`config.mk`:
```
export PLATFORM = sky130hd
export DESIGN_NAME = multiexp_g2_kernel_rd_burst_gen
export DESIGN_NICKNAME = d
export VERILOG_FILES = /design/src/rtl/multiexp_g2_kernel_rd_burst_gen.sv
export SDC_FILE = /design/constraint.sdc
export NUM_CORES = 1
export LEC_CHECK = 0
export BUFFER_PORTS_ARGS = -buffer_cell sky130_fd_sc_hd__clkbuf_2
export CAP_MARGIN = 10
export CELL_PAD_IN_SITES_DETAIL_PLACEMENT = 2
export CELL_PAD_IN_SITES_GLOBAL_PLACEMENT = 2
export CORE_MARGIN = 8
export CORE_UTILIZATION = 35
export CTS_BUF_LIST = sky130_fd_sc_hd__clkbuf_4
export CTS_CLUSTER_DIAMETER = 120
export DETAILED_ROUTE_END_ITERATION = 7
export GPL_TIMING_DRIVEN = 0
export PLACE_DENSITY_LB_ADDON = 0.3
export SLEW_MARGIN = 20
export SYNTH_ARGS = -nofsm -noshare
export SYNTH_HDL_FRONTEND = slang
export SYNTH_SLANG_ARGS = --single-unit
```
`constraint.sdc`:
```
create_clock -name clk -period 3.7 [get_ports clk]
set_input_delay 0.74 -clock clk [delete_from_list [all_inputs] [get_ports clk]]
set_output_delay 0.74 -clock clk [all_outputs]
set_load 0.02 [all_outputs]
```
`src/rtl/multiexp_g2_kernel_rd_burst_gen.sv`:
```
// rtl/multiexp_g2_kernel_rd_burst_gen.sv - AXI4 read-address burst generator with outstanding-credit throttle
// Optional AR back-pressure counter enabled by defining MULTIEXP_G2_RD_STALL_CNT_EN.
module multiexp_g2_kernel_rd_burst_gen #(
  parameter int C_ADDR_WIDTH      = 64,
  parameter int C_LENGTH_WIDTH    = 32,
  parameter int C_XFER_BYTES      = 64,
  parameter int C_BURST_LEN       = 64,
  parameter int C_MAX_OUTSTANDING = 16
) (
  input  logic                                   clk,
  input  logic                                   rst_n,
  input  logic                                   start,
  input  logic [C_ADDR_WIDTH-1:0]                addr_offset,
  input  logic [C_LENGTH_WIDTH-1:0]              xfer_size_bytes,
  output logic                                   busy,
  output logic                                   done,
  output logic                                   arvalid,
  input  logic                                   arready,
  output logic [C_ADDR_WIDTH-1:0]                araddr,
  output logic [7:0]                             arlen,
  input  logic                                   burst_done,
  output logic [$clog2(C_MAX_OUTSTANDING+1)-1:0] outstanding,
  output logic [31:0]                            stall_cycles
);

  localparam int BURST_BYTES = C_BURST_LEN * C_XFER_BYTES;
  localparam int XFER_SHIFT  = $clog2(C_XFER_BYTES);
  localparam int LEN_SHIFT   = $clog2(C_BURST_LEN);
  localparam int OW          = $clog2(C_MAX_OUTSTANDING + 1);
  // One extra bit keeps the round-up additions overflow-free for a full-scale size.
  localparam int CW          = C_LENGTH_WIDTH + 1;

  localparam logic [C_ADDR_WIDTH-1:0] ALIGN_MASK = ~(C_ADDR_WIDTH'(BURST_BYTES - 1));
  localparam logic [C_ADDR_WIDTH-1:0] ADDR_STEP  = C_ADDR_WIDTH'(BURST_BYTES);
  localparam logic [7:0]              TAIL_MASK  = 8'(C_BURST_LEN - 1);
  localparam logic [7:0]              FULL_LEN   = 8'(C_BURST_LEN - 1);
  localparam logic [OW-1:0]           MAX_OSD    = OW'(C_MAX_OUTSTANDING);

  typedef enum logic [2:0] {
    S_IDLE,
    S_CALC,
    S_ISSUE,
    S_DRAIN,
    S_DONE
  } state_t;

  state_t                      state_q;
  logic [C_ADDR_WIDTH-1:0]     addr_q;
  logic [C_LENGTH_WIDTH-1:0]   size_q;
  logic [CW-1:0]               left_q;
  logic [7:0]                  tail_q;
  logic                        busy_q;
  logic                        done_q;
  logic                        arvalid_q;
  logic [C_ADDR_WIDTH-1:0]     araddr_q;
  logic [7:0]                  arlen_q;
  logic [OW-1:0]               osd_q;

  logic [CW-1:0]               beats_w;
  logic [CW-1:0]               bursts_w;
  logic [7:0]                  tail_w;
  logic                        hs;
  logic                        bd;
  logic [OW-1:0]               osd_d;
  logic [CW-1:0]               left_d;
  logic [C_ADDR_WIDTH-1:0]     addr_d;
  logic                        can_issue;
  logic [7:0]                  len_d;

  assign beats_w  = ({1'b0, size_q} + CW'(C_XFER_BYTES - 1)) >> XFER_SHIFT;
  assign bursts_w = (beats_w + CW'(C_BURST_LEN - 1)) >> LEN_SHIFT;
  assign tail_w   = beats_w[7:0] & TAIL_MASK;

  assign hs = arvalid_q & arready;
  assign bd = burst_done & (osd_q != '0);

  always_comb begin
    osd_d = osd_q;
    if (hs && !bd) begin
      osd_d = osd_q + OW'(1);
    end else if (!hs && bd) begin
      osd_d = osd_q - OW'(1);
    end
  end

  // Next burst to present, looking through a handshake in this cycle so
  // back-to-back bursts keep arvalid asserted without a bubble.
  always_comb begin
    left_d    = hs ? (left_q - CW'(1)) : left_q;
    addr_d    = hs ? (addr_q + ADDR_STEP) : addr_q;
    can_issue = (left_d != '0) && (osd_d < MAX_OSD);
    len_d     = ((left_d == CW'(1)) && (tail_q != 8'd0)) ? (tail_q - 8'd1) : FULL_LEN;
  end

  always_ff @(posedge clk or negedge rst_n) begin
    if (!rst_n) begin
      state_q   <= S_IDLE;
      addr_q    <= '0;
      size_q    <= '0;
      left_q    <= '0;
      tail_q    <= '0;
      busy_q    <= 1'b0;
      done_q    <= 1'b0;
      arvalid_q <= 1'b0;
      araddr_q  <= '0;
      arlen_q   <= '0;
      osd_q     <= '0;
    end else begin
      osd_q  <= osd_d;
      done_q <= 1'b0;
      case (state_q)
        S_IDLE: begin
          if (start) begin
            addr_q  <= addr_offset & ALIGN_MASK;
            size_q  <= xfer_size_bytes;
            busy_q  <= 1'b1;
            state_q <= S_CALC;
          end
        end
        S_CALC: begin
          left_q <= bursts_w;
          tail_q <= tail_w;
          if (bursts_w == '0) begin
            done_q  <= 1'b1;
            state_q <= S_DONE;
          end else begin
            state_q <= S_ISSUE;
          end
        end
        S_ISSUE: begin
          if (!arvalid_q || hs) begin
            arvalid_q <= can_issue;
            if (can_issue) begin
              araddr_q <= addr_d;
              arlen_q  <= len_d;
            end
          end
          if (hs) begin
            addr_q <= addr_d;
            left_q <= left_d;
            if (left_d == '0) begin
              state_q <= S_DRAIN;
            end
          end
        end
        S_DRAIN: begin
          if (osd_q == '0) begin
            done_q  <= 1'b1;
            state_q <= S_DONE;
          end
        end
        S_DONE: begin
          busy_q  <= 1'b0;
          state_q <= S_IDLE;
        end
        default: begin
          state_q <= S_IDLE;
        end
      endcase
    end
  end

`ifdef MULTIEXP_G2_RD_STALL_CNT_EN
  logic [31:0] stall_q;

  always_ff @(posedge clk or negedge rst_n) begin
    if (!rst_n) begin
      stall_q <= '0;
    end else if ((state_q == S_IDLE) && start) begin
      stall_q <= '0;
    end else if (arvalid_q && !arready && (stall_q != 32'hFFFF_FFFF)) begin
      stall_q <= stall_q + 32'd1;
    end
  end

  assign stall_cycles = stall_q;
`else
  assign stall_cycles = 32'd0;
`endif

  assign busy        = busy_q;
  assign done        = done_q;
  assign arvalid     = arvalid_q;
  assign araddr      = araddr_q;
  assign arlen       = arlen_q;
  assign outstanding = osd_q;

endmodule

```
==> results.ini, run 1 <==
[floorplanning]
fp-row-count=68
die-area_um2=40700
core_area_um2=34200
io_pins=213
start_util_pct=35.3
die_height_um=202
die_w_um=202

[logic_synthesis]
syn_avg_cell_area_um2=8.84
synth_common_cells=218 x nand2_1, 193 x dfrtp_1, 103 x a21oi_1
synth_top_area_cell=dfrtp_1
yosysWarnings=0
synth_most_common_cell=nand2_1
synth_ff_type=dfrtp_1
yosysTopAreaCellShare_pct=40.0
synth-edff-count=0
yosys-top-cells-area=dfrtp_1 40%, mux2_4 7.3%, nand2_1 6.8%, a21oi_1 4.3%, xnor2_1 3.7%
postSynthCellCount=1364
yosysSeqAreaShare_pct=40.0
ys_types=86
async_flop_share_pct=100
ys_ff_latch=193
synth_area_um2=12100

[drt]
highest_layer=met4
wl_met2_um=23300
wl_met1_um=20300
vias=11500
drtAntennaViolNets=0
wl_um=46700
drt_iter0_markers=573
wl_met3_um=1840
wire_per_inst_um=22.6
drcViolationCount=0
vias_per_cell=5.57
first_pass_iters=5

[sta]
fin_skew_ns=0.0341
tns_ns=0
worst_slew_pin_slew_ns=0.942
final-max-slew-violation-count=0
hold_viol_final=0
relSlewSlack_pct=37.2
max_freq_ghz=0.277
setup_viol=0
period_share_pct=97.6
period_needed_ns=3.61
rsz0062_at_grt=false

[global_routing]
grtUsageTotal_pct=22.7
grt_pass1_vias=12600
grt_overflow=0
antenna_found_initial=1
grt_pass1_wl_um=73500
grt_max_degree=74

[hold_path]
hold_class=in -> async

[finish]
fillers=3914
design_area_um2=14200
final_nets=1701
area_growth_pct=17.9
drive_above_1_share_pct=22.5

[placement]
place_congestion=0.907
io_buffers=156
placed_cell_area_um2=13600
place_hpwl_um=35500

[critical_path]
worst-path-max-fanout=10
path_class=reg -> reg
worstPathRequired_ns=4.26
worstSetupStartpointType=register
end_kind=register
crit_arrival_ns=4.17

[pwr]
ir_drop_mv=0.282
power.density_nw_per_um2=856
p_leak_nw=6.16

[clock_tree]
clock-root-buffer=clkbuf_4
clk_path_buf_depth=2
cts_tree=built
cts_made_buffers=17
h-tree-depth=4
clk_pin_slew_ns=0.16
postCtsHoldBufs=0
cts.sinks=193
clk_latency_ns=0.67

[outcome]
outcome=complete, no violations

[flow_run]
cap_violations=0

layer usage:
layer,vias up,GRT usage [%]
li1,5249,-
met1,5910,27.8
met2,265,39.6
met3,63,3.86
met4,0,7.83
met5,-,0
flip-flops by register name, indices dropped and copies added, names as in the netlist:
register	count
tail_q	6
araddr	52
outstanding	5
state_q	3
addr_q	52
busy	1
arvalid	1
left_q	33
size_q	32
arlen	7
done	1
timing repair:
| action | 4_1_cts | 5_1_grt |
|---|---|---|
| pin swaps | 0 | 2 |
| setup endpoints to repair | 66 | 68 |
| setup buffers | 1 | 7 |
| cloned | 0 | 0 |
| gates resized for setup | 19 | 21 |
| hold endpoints to repair | 0 | 0 |
cells by family (layout without fill, tap and decap cells):
group	after synthesis	in the layout	synth area share, %
compound gates	322	322	16.6
xor+xnor	84	84	6.10
fa+ha+maj	8	8	0.830
buf+inv	150	348	6.60
flops	193	193	40.0
mux	61	61	7.51
other cells	1	45	0.0311
simple gates	545	545	22.3
worst max-delay path, cell delays in order (launching register included):
cell      delay, ns
dfrtp_1        0.40
buf_4          0.18
inv_1          0.16
ha_4           0.20
clkbuf_4       0.22
nand2_1        0.07
o32ai_1        0.17
a31o_2         0.22
nand3_1        0.10
or4b_4         0.59
o41ai_4        0.41
a221oi_4       0.12
buf_6          0.18
buf_12         0.16
mux2_4         0.30
through the flow:
stage / setup slack, ns / hold WS, ns / power [mW] / utilization (%) / instances
after floorplan: 0.236 / 0.444 / 8.24 / - / 1407
after global placement: -2.19 / 0.476 / 10.3 / 39.7 / 2018
after detailed placement: -0.603 / 0.494 / 10.7 / 39.9 / 2021
after CTS: 0.0168 / 0.0288 / 12.1 / 41.1 / 2054
after global routing: 0.0115 / 0.0501 / 13.0 / 41.6 / 2061
final: 0.0898 / 0.0406 / 12.2 / 41.6 / 2061
power by group:
part           switching (mW)  internal, mW  leakage, nW
Clock                   0.826         0.497        0.169
Sequential               1.04          3.02         2.27
Combinational            4.17          2.62         3.71
Total                    6.03          6.14         6.16
final cells by class:
class	count	area, um2	share of cell area, %
Buffer	128	748	5.26
Tap cell	455	569	4.00
Timing Repair Buffer	167	916	6.44
Clock buffer	20	150	1.06
Multi-Input combinational cell	1064	6760	47.6
Clock inverter	12	159	1.12
Inverter	21	78.8	0.554
Antenna cell	1	2.50	0.0176
Sequential cell	193	4830	34.0
final timing paths:
check | depth (start not counted) | slack [ns] | startpoint | endpoint
setup reg to reg | 14 | 0.09 | left_q[0]$_DFFE_PN0P_ | araddr[34]$_DFFE_PN0P_
min in group clk | 3 | 0.24 | xfer_size_bytes[22] | size_q[22]$_DFFE_PN0P_
hold reg to reg | 1 | 0.53 | araddr[40]$_DFFE_PN0P_ | araddr[40]$_DFFE_PN0P_
max in group asynchronous | 2 | 2.91 | rst_n | size_q[18]$_DFFE_PN0P_
setup / recovery | 14 | 0.09 | left_q[0]$_DFFE_PN0P_ | araddr[34]$_DFFE_PN0P_
hold / removal | 1 | 0.04 | rst_n | outstanding[2]$_DFFE_PN0P_
cells in the final DEF, fill, tap and decap left out, types with 54 or more instances in the layout:
cell      count
a21oi_1     103
buf_4        55
clkbuf_1     64
clkbuf_2    156
dfrtp_1     190
mux2_4       59
nand2_1     218
nand3_1      54
nor2_1      100
o21ai_0      80
Power figures use the tool's default switching activity.
==> inputs of run 2 (changes only) <==
--- a/config.mk
+++ b/config.mk
@@ -5,17 +5,19 @@
 export SDC_FILE = /design/constraint.sdc
 export NUM_CORES = 1
 export LEC_CHECK = 0
+export ABC_AREA = 1
 export BUFFER_PORTS_ARGS = -buffer_cell sky130_fd_sc_hd__clkbuf_2
-export CAP_MARGIN = 10
+export CAP_MARGIN = 20
 export CELL_PAD_IN_SITES_DETAIL_PLACEMENT = 2
 export CELL_PAD_IN_SITES_GLOBAL_PLACEMENT = 2
 export CORE_MARGIN = 8
-export CORE_UTILIZATION = 35
+export CORE_UTILIZATION = 32
 export CTS_BUF_LIST = sky130_fd_sc_hd__clkbuf_4
 export CTS_CLUSTER_DIAMETER = 120
 export DETAILED_ROUTE_END_ITERATION = 7
 export GPL_TIMING_DRIVEN = 0
 export PLACE_DENSITY_LB_ADDON = 0.3
+export SKIP_CTS_REPAIR_TIMING = 1
 export SLEW_MARGIN = 20
 export SYNTH_ARGS = -nofsm -noshare
 export SYNTH_HDL_FRONTEND = slang
==> results.ini, run 2 <==
[outcome]
outcome=complete, no violations

[floorplanning]
start_util_pct=32.5
die-area_um2=44900
fp-row-count=71
core_area_um2=37800
io_pins=213
die_height_um=212
die_w_um=212

[sta]
period_needed_ns=3.49
worst_slew_pin_slew_ns=1.17
setup_ws_ns=0.213
setup_viol=0
final-max-slew-violation-count=0
hold_viol_final=0
period_share_pct=94.2
rsz0062_at_grt=false
relSlewSlack_pct=20.7
fin_skew_ns=0.0263
max_freq_ghz=0.287

[placement]
io_buffers=156
placed_cell_area_um2=13900
place_congestion=0.889
place_hpwl_um=40500
post-place-ws_ns=-0.301
dp_cells=2490

[critical_path]
cpPeakStageDelay_ns=0.40
crit_arrival_ns=4.04
crit_top_cell=nand2_1
cp.depth=18
regToRegSetupSlack_ns=0.21
path_class=reg -> reg
end_kind=register
crit_family=simple AND/OR/NAND/NOR gates
worstSetupStartpointType=register
slowest_stage=dfrtp_1
worstPathRequired_ns=4.26
worst-path-max-fanout=10
critical_path_buf_inv_count=5
crit_chain=inv_1 -> ha_1 -> inv_1 -> nor2_4 -> nand3_2 -> nor3_2 -> nand2_1 -> nor2_1 -> xor2_1 -> nand3_1 -> nor2_1 -> nand3_1 -> nand2_4 -> inv_2 -> buf_6 -> buf_6 -> nand2_1 -> nand2_1
reg2reg_depth=18
worst_r2r_startpoint=left_q[0]$_DFFE_PN0P_
r2r-end=araddr[63]$_DFFE_PN0P_

[logic_synthesis]
postSynthCellCount=1778
synth_top_area_cell=dfrtp_1
yosys-top-cells-area=dfrtp_1 39%, nand2_1 16%, nor2_1 7.2%, o21ai_0 6.1%, inv_1 5.7%
ys_types=41
ys_ff_latch=193
synth_area_um2=12300
synth-edff-count=0
yosysSeqAreaShare_pct=39.3
synth_most_common_cell=nand2_1
synth_common_cells=526 x nand2_1, 235 x nor2_1, 193 x dfrtp_1
syn_avg_cell_area_um2=6.91
yosysWarnings=0
synth_ff_type=dfrtp_1
async_flop_share_pct=100
yosysTopAreaCellShare_pct=39.3

[global_routing]
grt_max_degree=73
grtUsageTotal_pct=22.3
grt_pass1_wl_um=78900
grt_overflow=0
antenna_found_initial=1
grt_pass1_vias=14100

[clock_tree]
clock-root-buffer=clkbuf_4
cts_tree=built
clk_path_buf_depth=2
cts_made_buffers=17
clk_latency_ns=0.66
cts.sinks=193
clk_pin_slew_ns=0.17
h-tree-depth=4

[finish]
drive_above_1_share_pct=14.3
final_nets=2110
finalNonFillerCells=2526
area_growth_pct=16.2
final_common_cell=nand2_1
design_area_um2=14300
layout_common_cells=526 x nand2_1, 234 x nor2_1, 193 x dfrtp_1

[drt]
drt_iter0_markers=476
drtAntennaViolNets=0
wire_per_inst_um=19.8
wl_um=50100
first_pass_iters=4
drcViolationCount=0
vias=12600
vias_per_cell=5.00

[flow_run]
cap_violations=0

[pwr]
power_mw=11.2
p_leak_nw=7.07
power.density_nw_per_um2=785
ir_drop_mv=0.219

[hold_path]
hold_class=in -> async

==> run 2: cell types whose count changed in the layout (fill, tap and decap cells not counted), sizes merged, moves of 30 or more <==
cell,previous run,this run
o21ai,82,152
nand3,54,91
a21oi,103,25
nor2,101,247
mux2,59,0
xnor2,51,5
inv,23,196
xor2,33,79
nand2,218,530
clkbuf,242,210
o22ai,25,55
==> run 2: worst register-to-register path: cells and delay by family (launching register included) <==
family	cells	cell delay, ns
adders and majority gates	1	0.18
buffers and inverters	5	0.57
and+or+nand+nor	11	1.97
xor gates and xnor gates	1	0.27
DFF	1	0.40
==> run 2: report_power, final <==
group	leakage, nW	total, mW	switching [mW]	internal, mW
clock	0.152	1.27	0.836	0.429
combinational	4.51	6.13	4.32	1.81
sequential	2.41	3.80	0.811	2.99
total	7.07	11.2	5.97	5.24
==> run 2: worst max path at each step <==
stage,startpoint,end,slack [ns]
final,left_q[0]$_DFFE_PN0P_,araddr[63]$_DFFE_PN0P_,0.21
after global routing,size_q[0]$_DFFE_PN0P_,state_q[1]$_DFFE_PN0P_,0.004
after CTS,state_q[2]$_DFFE_PN0P_,left_q[12]$_DFFE_PN0P_,0.07
after detailed placement,arready,araddr[63]$_DFFE_PN0P_,-0.30
after global placement,rst_n,size_q[22]$_DFFE_PN0P_,-2.27
after floorplan,arready,addr_q[60]$_DFFE_PN0P_,0.96
==> run 2: logic make-up after synthesis <==
logic type	share of synthesized area (%)
other	0.0305
adder cells (fa/ha/maj)	0.815
flip-flops	39.3
XOR/XNOR	5.99
AO/OA/AOI/OAI	11.0
buffers and inverters	10.7
AND/OR/NAND/NOR	32.2
==> run 2: layer usage <==
metal | up-vias | GRT usage [%] | part of all wire (%)
met5 | - | 0 | 0
met2 | 215 | 39.2 | 50
met4 | 0 | 6.45 | 2.3
met3 | 72 | 3.37 | 3.1
met1 | 6297 | 27.9 | 45
li1 | 6045 | - | -
==> run 2: cell type report <==
| cell class | count | area [um2] |
|---|---|---|
| clock buffers | 20 | 150 |
| flip-flops and latches | 193 | 4830 |
| fillers | 4634 | 23500 |
| clock inverters | 12 | 133 |
| diodes | 1 | 2.50 |
| well taps | 511 | 639 |
| plain buffers | 95 | 572 |
| multi-input cells | 1336 | 6330 |
| repair buffers | 161 | 880 |
| inverters | 197 | 744 |
==> run 2: metrics by stage <==
step           util [%]  setup TNS, ns  hold WS (ns)
2_1_floorplan         -              0         0.444
3_3_place_gp       36.7        -439.45         0.464
3_5_place_dp       36.9         -17.27         0.467
4_1_cts            37.6              0        0.0326
5_1_grt            37.8              0        0.0297
6_report           37.8              0        0.0541
==> inputs of run 3 (changes only) <==
--- a/config.mk
+++ b/config.mk
@@ -11,7 +11,7 @@
 export CELL_PAD_IN_SITES_DETAIL_PLACEMENT = 2
 export CELL_PAD_IN_SITES_GLOBAL_PLACEMENT = 2
 export CORE_MARGIN = 8
-export CORE_UTILIZATION = 32
+export CORE_UTILIZATION = 30
 export CTS_BUF_LIST = sky130_fd_sc_hd__clkbuf_4
 export CTS_CLUSTER_DIAMETER = 120
 export DETAILED_ROUTE_END_ITERATION = 7
==> constraint.sdc (replaced) <==
create_clock -name clk -period 3.6 [get_ports clk]
set_input_delay 0.72 -clock clk [delete_from_list [all_inputs] [get_ports clk]]
set_output_delay 0.72 -clock clk [all_outputs]
set_load 0.02 [all_outputs]
==> results.ini, run 3 (same netlist as run 2, synthesis figures left out) <==
[drt]
drtAntennaViolNets=0
vias=12600
drt_iter0_markers=641
wire_per_inst_um=19.4
wl_um=49600
first_pass_iters=5
drcViolationCount=0
vias_per_cell=4.96

[floorplanning]
io_pins=213
die-area_um2=47700
fp-row-count=74
die_w_um=218
start_util_pct=30.2
core_area_um2=40600
die_height_um=218

[pwr]
p_comb_share_pct=54.8
power.density_nw_per_um2=800
ir_drop_mv=0.229
p_leak_nw=7.09
switchingPower_mw=6.11
p_seq_share_pct=33.9
power_mw=11.5
intPower_mw=5.39
switching_share_pct=53.1
pwr-share-clk_pct=11.3

[critical_path]
cp.depth=8
end_kind=register
crit_family=buffers and inverters
critical_path_buf_inv_count=4
cpPeakStageDelay_ns=0.55
path_class=reg -> reg
slowest_stage=buf_1
crit_top_cell=nor2_1
worstSetupStartpointType=register
reg2reg_depth=8
crit_chain=nand2_2 -> buf_1 -> nor2_1 -> nor2_1 -> clkinv_1 -> clkbuf_1 -> clkbuf_2 -> o22ai_1
worst-path-max-fanout=10
crit_arrival_ns=4.00
worstPathRequired_ns=4.19

[clock_tree]
clk_path_buf_depth=2
clock-root-buffer=clkbuf_4
cts_made_buffers=17
clk_latency_ns=0.67
cts.sinks=193
h-tree-depth=4
clk_pin_slew_ns=0.17
cts_tree=built

[global_routing]
grtUsageTotal_pct=20.9
antenna_found_initial=1
grt_max_degree=53
grt_pass1_wl_um=78800
grt_pass1_vias=14000
grt_overflow=0

[outcome]
outcome=complete, no violations

[finish]
layout_common_cells=525 x nand2_1, 231 x nor2_1, 193 x dfrtp_1
drive_above_1_share_pct=14.5
fin_util_pct=35.4
final_common_cell=nand2_1
area_growth_pct=17.0
final_nets=2111

[hold_path]
whs_path_depth=3
hold_class=in -> reg

[sta]
rsz0062_at_grt=true
max_freq_ghz=0.293
hold_slack_ns=0.236
worst_slew_pin_slew_ns=1.11
period_share_pct=94.7
final-max-slew-violation-count=0
fin_skew_ns=0.0149
period_needed_ns=3.41
hold_viol_final=0
tns_ns=0
relSlewSlack_pct=24.8
setup_viol=0

[placement]
place_hpwl_um=40500
place_congestion=0.858
io_buffers=156

[flow_run]
cap_violations=0

-- run 3: cell types whose count changed in the layout (fill, tap and decap cells not counted), moves of 2 or more --
cell | before | now
xor2_1 | 78 | 76
nor2_1 | 234 | 231
nor2_4 | 4 | 6
xor2_2 | 1 | 3
-- run 3: power by group through the flow --
stage	Sequential, mW	Clock (mW)	Combinational [mW]
floorplan	4.03	0	3.83
global placement	3.88	0	6.02
detailed placement	3.94	0	6.28
CTS	3.90	1.34	6.32
global route	4.03	1.41	7.06
finish	3.89	1.30	6.31
-- run 3: final timing paths --
path                                        start                      to  slack (ns)
setup / recovery              arvalid$_DFFE_PN0P_  addr_q[55]$_DFFE_PN0P_        0.19
min in group asynchronous                   rst_n  araddr[15]$_DFFE_PN0P_        0.55
hold reg to reg            araddr[52]$_DFFE_PN0P_  araddr[52]$_DFFE_PN0P_        0.50
hold / removal                 xfer_size_bytes[0]   size_q[0]$_DFFE_PN0P_        0.24
setup reg to reg              arvalid$_DFFE_PN0P_  addr_q[55]$_DFFE_PN0P_        0.19
max in group asynchronous                   rst_n   size_q[6]$_DFFE_PN0P_        1.81
-- run 3: worst reg2reg max path, stage by stage, from the launching register on --
cell	delay, ns
dfrtp_1	0.45
nand2_2	0.22
buf_1	0.56
nor2_1	0.31
nor2_1	0.51
clkinv_1	0.43
clkbuf_1	0.36
clkbuf_2	0.30
o22ai_1	0.22
-- run 3: layout make-up --
class                      instances  area (um2)
fill                            4989       26300
multi-input combinational       1336        6370
sequential                       193        4830
timing repair buffer             162         910
inverter                         197         744
tap                              532         666
buffer                            95         571
clock buffer                      20         150
clock inverter                    12         130
antenna                            1        2.50
-- run 3: metal layers --
| metal | part of all wire (%) | up-vias | global-route usage [%] |
|---|---|---|---|
| li1 | - | 6034 | - |
| met1 | 45 | 6382 | 26.1 |
| met2 | 50 | 181 | 36.8 |
| met3 | 3.4 | 45 | 3.24 |
| met4 | 1.7 | 0 | 5.73 |
| met5 | 0 | - | 0 |
-- run 3: stage by stage --
step / instances / area (um2) / setup WS [ns]
CTS: 2544 / 14300 / -0.0566
global route: 2548 / 14400 / -0.0303
finish: 2548 / 14400 / 0.191
global placement: 2509 / 13900 / -2.42
floorplan: 1821 / 12400 / 0.879
detailed placement: 2512 / 14000 / -0.300
